`src/rtl/zigbee_chip_spreader.sv`:
```
// zigbee_chip_spreader: 802.15.4 DSSS spreader, FIFO symbols to 32-chip PN sequences as I/Q pairs
module zigbee_chip_spreader #(
  parameter int CHIP_DIV = 4
) (
  input  logic       inClock,
  input  logic       inReset,
  input  logic [3:0] inData,
  input  logic       inEmpty,
  output logic       outReadEnable,
  output logic       outChipI,
  output logic       outChipQ,
  output logic       outValid,
  output logic       outSymbolDone,
  output logic       outBusy
);
  localparam int DW = CHIP_DIV > 1 ? $clog2(CHIP_DIV) : 1;
  localparam logic [DW-1:0] DIV_LAST = DW'(CHIP_DIV - 1);
  localparam logic [DW-1:0] DIV_ONE = DW'(1);
  localparam logic [31:0] SYM0 = 32'hD9C3_522E;
  typedef enum logic [1:0] {IDLE, READ, LOAD, SPREAD} state_t;
  state_t state, stateNext;
  logic [3:0] pair, pairNext, nextSym, nextSymNext;
  logic [DW-1:0] div, divNext;
  logic [31:0] chips, chipsNext;
  logic pend, pendNext, renNext, doneNext;
  // Symbols 8..15 reuse 0..7 with the odd (Q) chips inverted.
  function automatic logic [31:0] chipWord(input logic [3:0] sym);
    logic [63:0] rot;
    rot = {SYM0, SYM0} >> {sym[2:0], 2'b00};
    return rot[31:0] ^ (sym[3] ? 32'h5555_5555 : 32'h0);
  endfunction
  always_comb begin
    stateNext = state;
    pairNext = pair;
    divNext = div;
    chipsNext = chips;
    nextSymNext = nextSym;
    pendNext = pend;
    renNext = 1'b0;
    doneNext = 1'b0;
    case (state)
      IDLE: begin
        stateNext = inEmpty ? IDLE : READ;
        renNext = !inEmpty;
      end
      READ: stateNext = LOAD;
      LOAD: begin
        stateNext = SPREAD;
        chipsNext = chipWord(inData);
        pairNext = 4'd0;
        divNext = '0;
      end
      SPREAD: begin
        divNext = div + 1'b1;
        nextSymNext = (pend && pair == 4'd15 && div == DIV_ONE) ? inData : nextSym;
        if (div == DIV_LAST) begin
          divNext = '0;
          pairNext = pair + 4'd1;
          chipsNext = chips << 2;
          renNext = pair == 4'd14 && !inEmpty;
          pendNext = pair == 4'd14 ? !inEmpty : pair == 4'd15 ? 1'b0 : pend;
          if (pair == 4'd15) begin
            stateNext = pend ? SPREAD : IDLE;
            chipsNext = pend ? chipWord(nextSym) : '0;
          end
        end
        doneNext = pairNext == 4'd15 && divNext == DIV_LAST;
      end
      default: stateNext = IDLE;
    endcase
  end
  always_ff @(posedge inClock or negedge inReset) begin
    if (!inReset) begin
      state <= IDLE;
      pair <= '0;
      div <= '0;
      chips <= '0;
      nextSym <= '0;
      pend <= 1'b0;
      outReadEnable <= 1'b0;
      outSymbolDone <= 1'b0;
      outValid <= 1'b0;
      outBusy <= 1'b0;
    end else begin
      state <= stateNext;
      pair <= pairNext;
      div <= divNext;
      chips <= chipsNext;
      nextSym <= nextSymNext;
      pend <= pendNext;
      outReadEnable <= renNext;
      outSymbolDone <= doneNext;
      outValid <= stateNext == SPREAD;
      outBusy <= stateNext != IDLE;
    end
  end
  assign outChipI = chips[31];
  assign outChipQ = chips[30];
endmodule

```
`config.mk`:
```
export PLATFORM = sky130hd
export DESIGN_NAME = zigbee_chip_spreader
export DESIGN_NICKNAME = d
export VERILOG_FILES = /design/src/rtl/zigbee_chip_spreader.sv
export SDC_FILE = /design/constraint.sdc
export NUM_CORES = 1
export LEC_CHECK = 0
export CAP_MARGIN = 10
export CORE_MARGIN = 2
export CORE_UTILIZATION = 40
export DETAILED_ROUTE_END_ITERATION = 16
export GPL_TIMING_DRIVEN = 0
export PLACE_DENSITY = 0.54
export SLEW_MARGIN = 40
export SYNTH_ARGS = -nofsm -noshare
export SYNTH_HDL_FRONTEND = slang
export SYNTH_SLANG_ARGS = --single-unit
export TNS_END_PERCENT = 5
```
`constraint.sdc`:
```
create_clock -name inClock -period 2.7 [get_ports inClock]
set_input_delay 0.27 -clock inClock [delete_from_list [all_inputs] [get_ports inClock]]
set_output_delay 0.27 -clock inClock [all_outputs]
set_load 0.005 [all_outputs]
```
==> flow_metrics.env, run 1 <==
export IMPL_outcome="finished clean"
export IMPL_synth_top_cells_by_count="dfrtp_1, nor2_1, nand2_1"
export IMPL_clock_fmax_ghz=0.420
export IMPL_clock_latency_ns=0.32
export IMPL_final_antenna_net_count=0
export IMPL_overflow=0
export IMPL_wire_per_inst_um=18.5
export IMPL_switching_share_pct=44.1
export IMPL_max_slew_margin_pct=57.9
export IMPL_synth_top_cell_by_area="dfrtp_1"
export IMPL_cts_tree="built"
export IMPL_port_buffers=12
export IMPL_synth_seq_area_share_pct=34.3
export IMPL_fin_area_sq_um=3950
export IMPL_nets=458
export IMPL_cts_sinks=49
export IMPL_grt_max_degree=27
export IMPL_grt_first_pass_wirelength_um=16600
export IMPL_tightest_slew_ns=0.629
export IMPL_syn2layout_area_growth_pct=10.5
export IMPL_drt_wl_total_um=9970
export IMPL_placed_area_sq_um=3840
export IMPL_synth_edf_count=0
export IMPL_design_core_area_sq_um=8680
export IMPL_cp_required_ns=2.89
export IMPL_grt_pass1_vias=3013
export IMPL_synth_most_common_cell="dfrtp_1"
export IMPL_hpwl_um=7290
export IMPL_htree_levels=2
export IMPL_antenna_found_initial=0
export IMPL_p_sw_mw=1.52
export IMPL_peakVddDrop_mv=0.336
export IMPL_seqPwrFrac_pct=35.4
export IMPL_critical_path_cell_chain="clkbuf_2 > inv_1 > ha_1 > nor2_1 > or3_1 > a32oi_1 > a31oi_1"
export IMPL_path_buf_inv=2
export IMPL_final_max_slew_viol_count=0
export IMPL_num_vias=3061
export IMPL_worstPathArrival_ns=2.57
export IMPL_synth_distinct_cells=53
export IMPL_synth_nets=437
export IMPL_synth_area_leaders="dfrtp_1, mux2i_1, ha_1, nor2_1, a31oi_1"
export IMPL_internal_power_mw=1.93
export IMPL_powerDensity_nw_per_um2=876
export IMPL_cts_max_path_buffers=2
export IMPL_leakage_nw=1.71
export IMPL_hold_class="in -> async"
export IMPL_critical_path_max_stage_delay_ns=0.52
export IMPL_cp_start_kind="register"
export IMPL_post_cts_setup_buffers=0
export IMPL_crit_path_end_kind="register"
export IMPL_crit_family="flip-flops"
export IMPL_dr_first_iter_drc_count=238
export IMPL_period_minus_slack_ns=2.38
export IMPL_fin_skew_ns=0.0133
export IMPL_whs_ns=0.377
export IMPL_routed_via_density=5.68
export IMPL_hold_violations=0
export IMPL_path_clk_slew_ns=0.11
export IMPL_yosys_most_used_dff="dfrtp_1"
export IMPL_ioPinCount=13
export IMPL_ys_warnings_count=0
export IMPL_synth_top_area_share_pct=34.3
export IMPL_syn_area_sq_um=3570
export IMPL_pwr_share_clk_pct=13.6
export IMPL_die_w_um=98.5
export IMPL_setup_viol=0
export IMPL_cts_made_buffers=5
export IMPL_syn_inst=409
export IMPL_die_height_um=98.5
export IMPL_crit_slowest_cell="dfrtp_1"
export IMPL_cp_max_fo=10
export IMPL_async_flop_share_pct=100
export IMPL_clock_root_buffer="clkbuf_8"
export IMPL_drive_gt1_share_pct=10.4
export IMPL_track_usage_pct=21.6
export IMPL_critPathKind="reg -> reg"
export IMPL_routabilityCongestion=0.924
export IMPL_num_rows=34
export IMPL_n_antenna_cell=0
export IMPL_finalPower_mw=3.46
export IMPL_combPwrFrac_pct=51.0
export IMPL_maxCapViolCount=0
export IMPL_start_util_pct=41.1
export IMPL_die_area_sq_um=9700
export IMPL_rsz0062_at_grt="no"
export IMPL_finalCritPeriodShare_pct=88.3
export IMPL_drcViolationCount=0
export IMPL_synth_seq_cells=49
export IMPL_first_pass_iters=4
export IMPL_syn_avg_cell_area_sq_um=8.73
==> worst reg2reg max path: cells and delay by family (launching register included) <==
kind / cells / cell delay (ns)
buf+inv: 2 / 0.47
flops: 1 / 0.52
compound gates: 2 / 0.43
fa+ha+maj: 1 / 0.43
simple gates: 2 / 0.43
==> area by class of cell <==
class / instances / area (sq um)
sequential: 49 / 1230
clock inverter: 3 / 21.3
timing repair buffer: 14 / 148
clock buffer: 5 / 68.8
buffer: 31 / 188
inverter: 17 / 63.8
multi-input combinational: 312 / 2100
fill: 895 / 4730
tap: 108 / 135
==> sequential cells by signal, indices dropped and copies added, names as in the netlist <==
| signal | count |
|---|---|
| chips | 32 |
| outValid | 1 |
| nextSym | 4 |
| state | 2 |
| outBusy | 1 |
| pend | 1 |
| outReadEnable | 1 |
| div | 2 |
| outSymbolDone | 1 |
| pair | 4 |
==> metrics by stage <==
stage                     util, %  setup slack, ns  TNS (ns)  cells
after detailed placement     44.3            0.134         0    530
after floorplan                 -            0.639         0    409
after global routing         45.5            0.161         0    539
after global placement       44.1           -0.213    -10.24    529
after CTS                    45.4            0.175         0    539
final                        45.5            0.316         0    539
==> power by group through the flow <==
stage	clock network [mW]	registers (mW)	logic, mW
finish	0.470	1.22	1.76
global route	0.511	1.26	1.99
CTS	0.481	1.22	1.75
detailed placement	0	1.24	1.75
global placement	0	1.23	1.73
floorplan	0	1.19	1.25
==> kinds of logic after synthesis <==
group	count (synthesis)	synth area share (%)
simple gates	128	17.8
compound gates	120	21.9
flops	49	34.3
buf+inv	48	6.97
mux	30	8.48
fa+ha+maj	21	7.36
xor+xnor	13	3.19
==> layout by cell type, fill, tap and decap left out, types with 3 or more instances in the layout <==
master / netlist / routed
o21ai_0: 26 / 26
ha_1: 21 / 21
buf_6: 3 / 3
nand2b_1: 12 / 12
inv_1: 15 / 15
xor2_1: 6 / 6
mux2i_1: 28 / 28
a21oi_1: 18 / 18
a22oi_1: 10 / 10
and2_1: 6 / 6
o21a_1: 8 / 8
buf_4: 7 / 8
a221oi_1: 3 / 3
clkbuf_8: 0 / 5
clkdlybuf4s50_1: 0 / 11
a21o_1: 3 / 3
clkbuf_1: 7 / 6
nor2b_1: 10 / 10
nor3_1: 5 / 5
nor2_1: 38 / 38
nand3_1: 5 / 5
a31oi_1: 22 / 22
nand4_1: 3 / 3
dfrtp_1: 49 / 49
buf_2: 12 / 12
or3_1: 4 / 4
o211ai_1: 7 / 7
xnor2_1: 7 / 7
a32oi_1: 5 / 5
nand2_1: 35 / 35
==> per-layer routing <==
metal | wire (um) | share of wire [%] | GRT usage, % | up-vias
li1 | - | - | - | 1498
met1 | 4950 | 50 | 33.3 | 1454
met2 | 4360 | 44 | 31.3 | 90
met3 | 393 | 3.9 | 2.77 | 19
met4 | 266 | 2.7 | 7.38 | 0
met5 | 0 | 0 | 0 | -
==> path summary, 6_finish.rpt <==
path / from / end / slack (ns) / cells after the start
hold reg to reg: chips[15] / chips[15] / 0.50 / 2
hold / removal: inReset / outSymbolDone / 0.38 / 2
setup / recovery: nextSym[0] / chips[2] / 0.32 / 7
min in group inClock: chips[15] / chips[15] / 0.50 / 2
setup reg to reg: nextSym[0] / chips[2] / 0.32 / 7
max in group asynchronous: inReset / chips[26] / 1.85 / 3
==> what timing repair did <==
action                                 CTS  global route
resized for setup                        0             3
endpoints found under the hold margin   23             0
hold buffers                             1             0
setup endpoints to repair                0             2
No activity file was read; power rests on OpenSTA's default activity.
==> run 2: changes to the inputs <==
- CORE_ASPECT_RATIO: unset -> 0.5
- PLACE_DENSITY: 0.54 -> 0.57
==> flow_metrics.env, run 2 (same netlist as run 1, synthesis figures left out) <==
export IMPL_port_buffers=12
export IMPL_num_vias=3066
export IMPL_cts_sinks=49
export IMPL_track_usage_pct=22.0
export IMPL_instances_no_fill=548
export IMPL_outcome="finished clean"
export IMPL_path_clk_slew_ns=0.07
export IMPL_dr_first_iter_drc_count=296
export IMPL_cts_made_buffers=5
export IMPL_clock_latency_ns=0.30
export IMPL_whs_ns=0.353
export IMPL_routed_via_density=5.59
export IMPL_start_util_pct=41.1
export IMPL_seq_area_sq_um=1230
export IMPL_critical_path_max_stage_delay_ns=0.50
export IMPL_final_antenna_net_count=0
export IMPL_grt_busiest_layer="met1"
export IMPL_htree_levels=2
export IMPL_met3_usage_pct=4.16
export IMPL_grt_first_pass_wirelength_um=16200
export IMPL_rsz0062_at_grt="no"
export IMPL_final_max_slew_viol_count=0
export IMPL_met2_usage_pct=32.8
export IMPL_first_pass_iters=5
export IMPL_maxCapViolCount=0
export IMPL_antenna_found_initial=0
export IMPL_clock_fmax_ghz=0.398
export IMPL_ioPinCount=13
export IMPL_die_area_sq_um=9740
export IMPL_grt_pass1_vias=2967
export IMPL_ff2ff_path_depth=7
export IMPL_wire_per_inst_um=18.1
export IMPL_syn2layout_area_growth_pct=13.1
export IMPL_cp_start_kind="register"
export IMPL_fillCellCount=842
export IMPL_largest_reg_flops=32
export IMPL_cts_max_path_buffers=2
export IMPL_max_slew_margin_pct=59.9
export IMPL_cp_max_fo=10
export IMPL_die_w_um=138
export IMPL_fin_util_pct=46.5
export IMPL_powerDensity_nw_per_um2=925
export IMPL_cts_tree="built"
export IMPL_tightest_slew_ns=0.600
export IMPL_peakVddDrop_mv=0.453
export IMPL_design_core_area_sq_um=8680
export IMPL_critPathKind="reg -> reg"
export IMPL_worstPathArrival_ns=2.67
export IMPL_routabilityCongestion=0.931
export IMPL_critical_path_cell_chain="clkbuf_1 > inv_1 > ha_1 > nor2b_1 > or3_1 > a32oi_1 > a31oi_1"
export IMPL_layout_commonest_cell="dfrtp_1"
export IMPL_rr_startpoint="nextSym[1]"
export IMPL_leakage_nw=1.75
export IMPL_cp_required_ns=2.86
export IMPL_grt_max_degree=40
export IMPL_regToRegEndpoint="chips[18]"
export IMPL_hold_class="in -> async"
export IMPL_met1_usage_pct=32.9
export IMPL_period_minus_slack_ns=2.52
export IMPL_crit_slowest_cell="dfrtp_1"
export IMPL_die_height_um=70.8
export IMPL_num_rows=24
export IMPL_clock_root_buffer="clkbuf_16"
export IMPL_hpwl_um=7190
export IMPL_finalPower_mw=3.73
export IMPL_n_antenna_cell=0
export IMPL_multi_input_area_sq_um=2100
export IMPL_drive_gt1_share_pct=9.98
export IMPL_reg_top3="chips: 32 flops, nextSym: 4 flops, pair: 4 flops"
export IMPL_drt_wl_total_um=9950
export IMPL_setup_viol=0
export IMPL_layout_common_cells="dfrtp_1, nor2_1, nand2_1, mux2i_1, o21ai_0"
export IMPL_fin_area_sq_um=4040
export IMPL_placed_area_sq_um=3850
export IMPL_nets=458
export IMPL_crit_path_end_kind="register"
export IMPL_drcViolationCount=0
export IMPL_dp_cells=539
export IMPL_hold_violations=0
export IMPL_post_cts_setup_buffers=0
export IMPL_fin_skew_ns=0.0117
export IMPL_regMostFlops="chips"
export IMPL_rrSetupSlack_ns=0.18
export IMPL_worstSetupStartpoint="nextSym[1]"
export IMPL_finalCritPeriodShare_pct=93.1
export IMPL_overflow=0
[run 2: critical path: cells and delay by family, from the launching register on]
kind                     cells  cell delay [ns]
AND/OR/NAND/NOR              2             0.48
AO/OA/AOI/OAI                2             0.33
adder cells (fa/ha/maj)      1             0.48
buffers and inverters        2             0.59
flip-flops                   1             0.50
[run 2: per-layer routing]
metal / share of wire (%) / up-vias
met3: 5.4 / 12
met1: 50 / 1465
met2: 43 / 84
met5: 0 / -
met4: 1.3 / 0
li1: - / 1505
[run 2: through the flow]
stage / setup slack (ns) / setup TNS [ns]
after detailed placement: 0.144 / 0
after floorplan: 0.639 / 0
after global routing: 0.0363 / 0
after CTS: 0.139 / 0
final: 0.185 / 0
after global placement: -0.234 / -11.23
[run 2: power by group]
group / internal, mW / switching, mW / total (mW)
combinational: 0.705 / 1.05 / 1.75
sequential: 1.04 / 0.187 / 1.23
clock: 0.464 / 0.287 / 0.751
[run 2: cell type report]
class | instances | share of cell area (%)
Buffer | 31 | 4.62
Clock buffer | 7 | 3.53
Clock inverter | 1 | 0.743
Inverter | 17 | 1.58
Multi-Input combinational cell | 312 | 51.9
Sequential cell | 49 | 30.4
Tap cell | 117 | 3.62
Timing Repair Buffer | 14 | 3.66
[run 2: worst max path at each step]
stage	endpoint	slack, ns	cells after the start
6_report	chips[18]	0.18	7
5_1_grt	chips[18]	0.04	7
4_1_cts	chips[18]	0.14	7
3_5_place_dp	chips[18]	0.14	8
3_3_place_gp	chips[22]	-0.23	1
2_1_floorplan	chips[18]	0.64	7
[run 2: repair_timing]
action                     in CTS  in global routing
hold endpoints to repair       10                  0
gates resized for setup         0                  1
hold buffers                    1                  0
setup endpoints to repair       0                  3
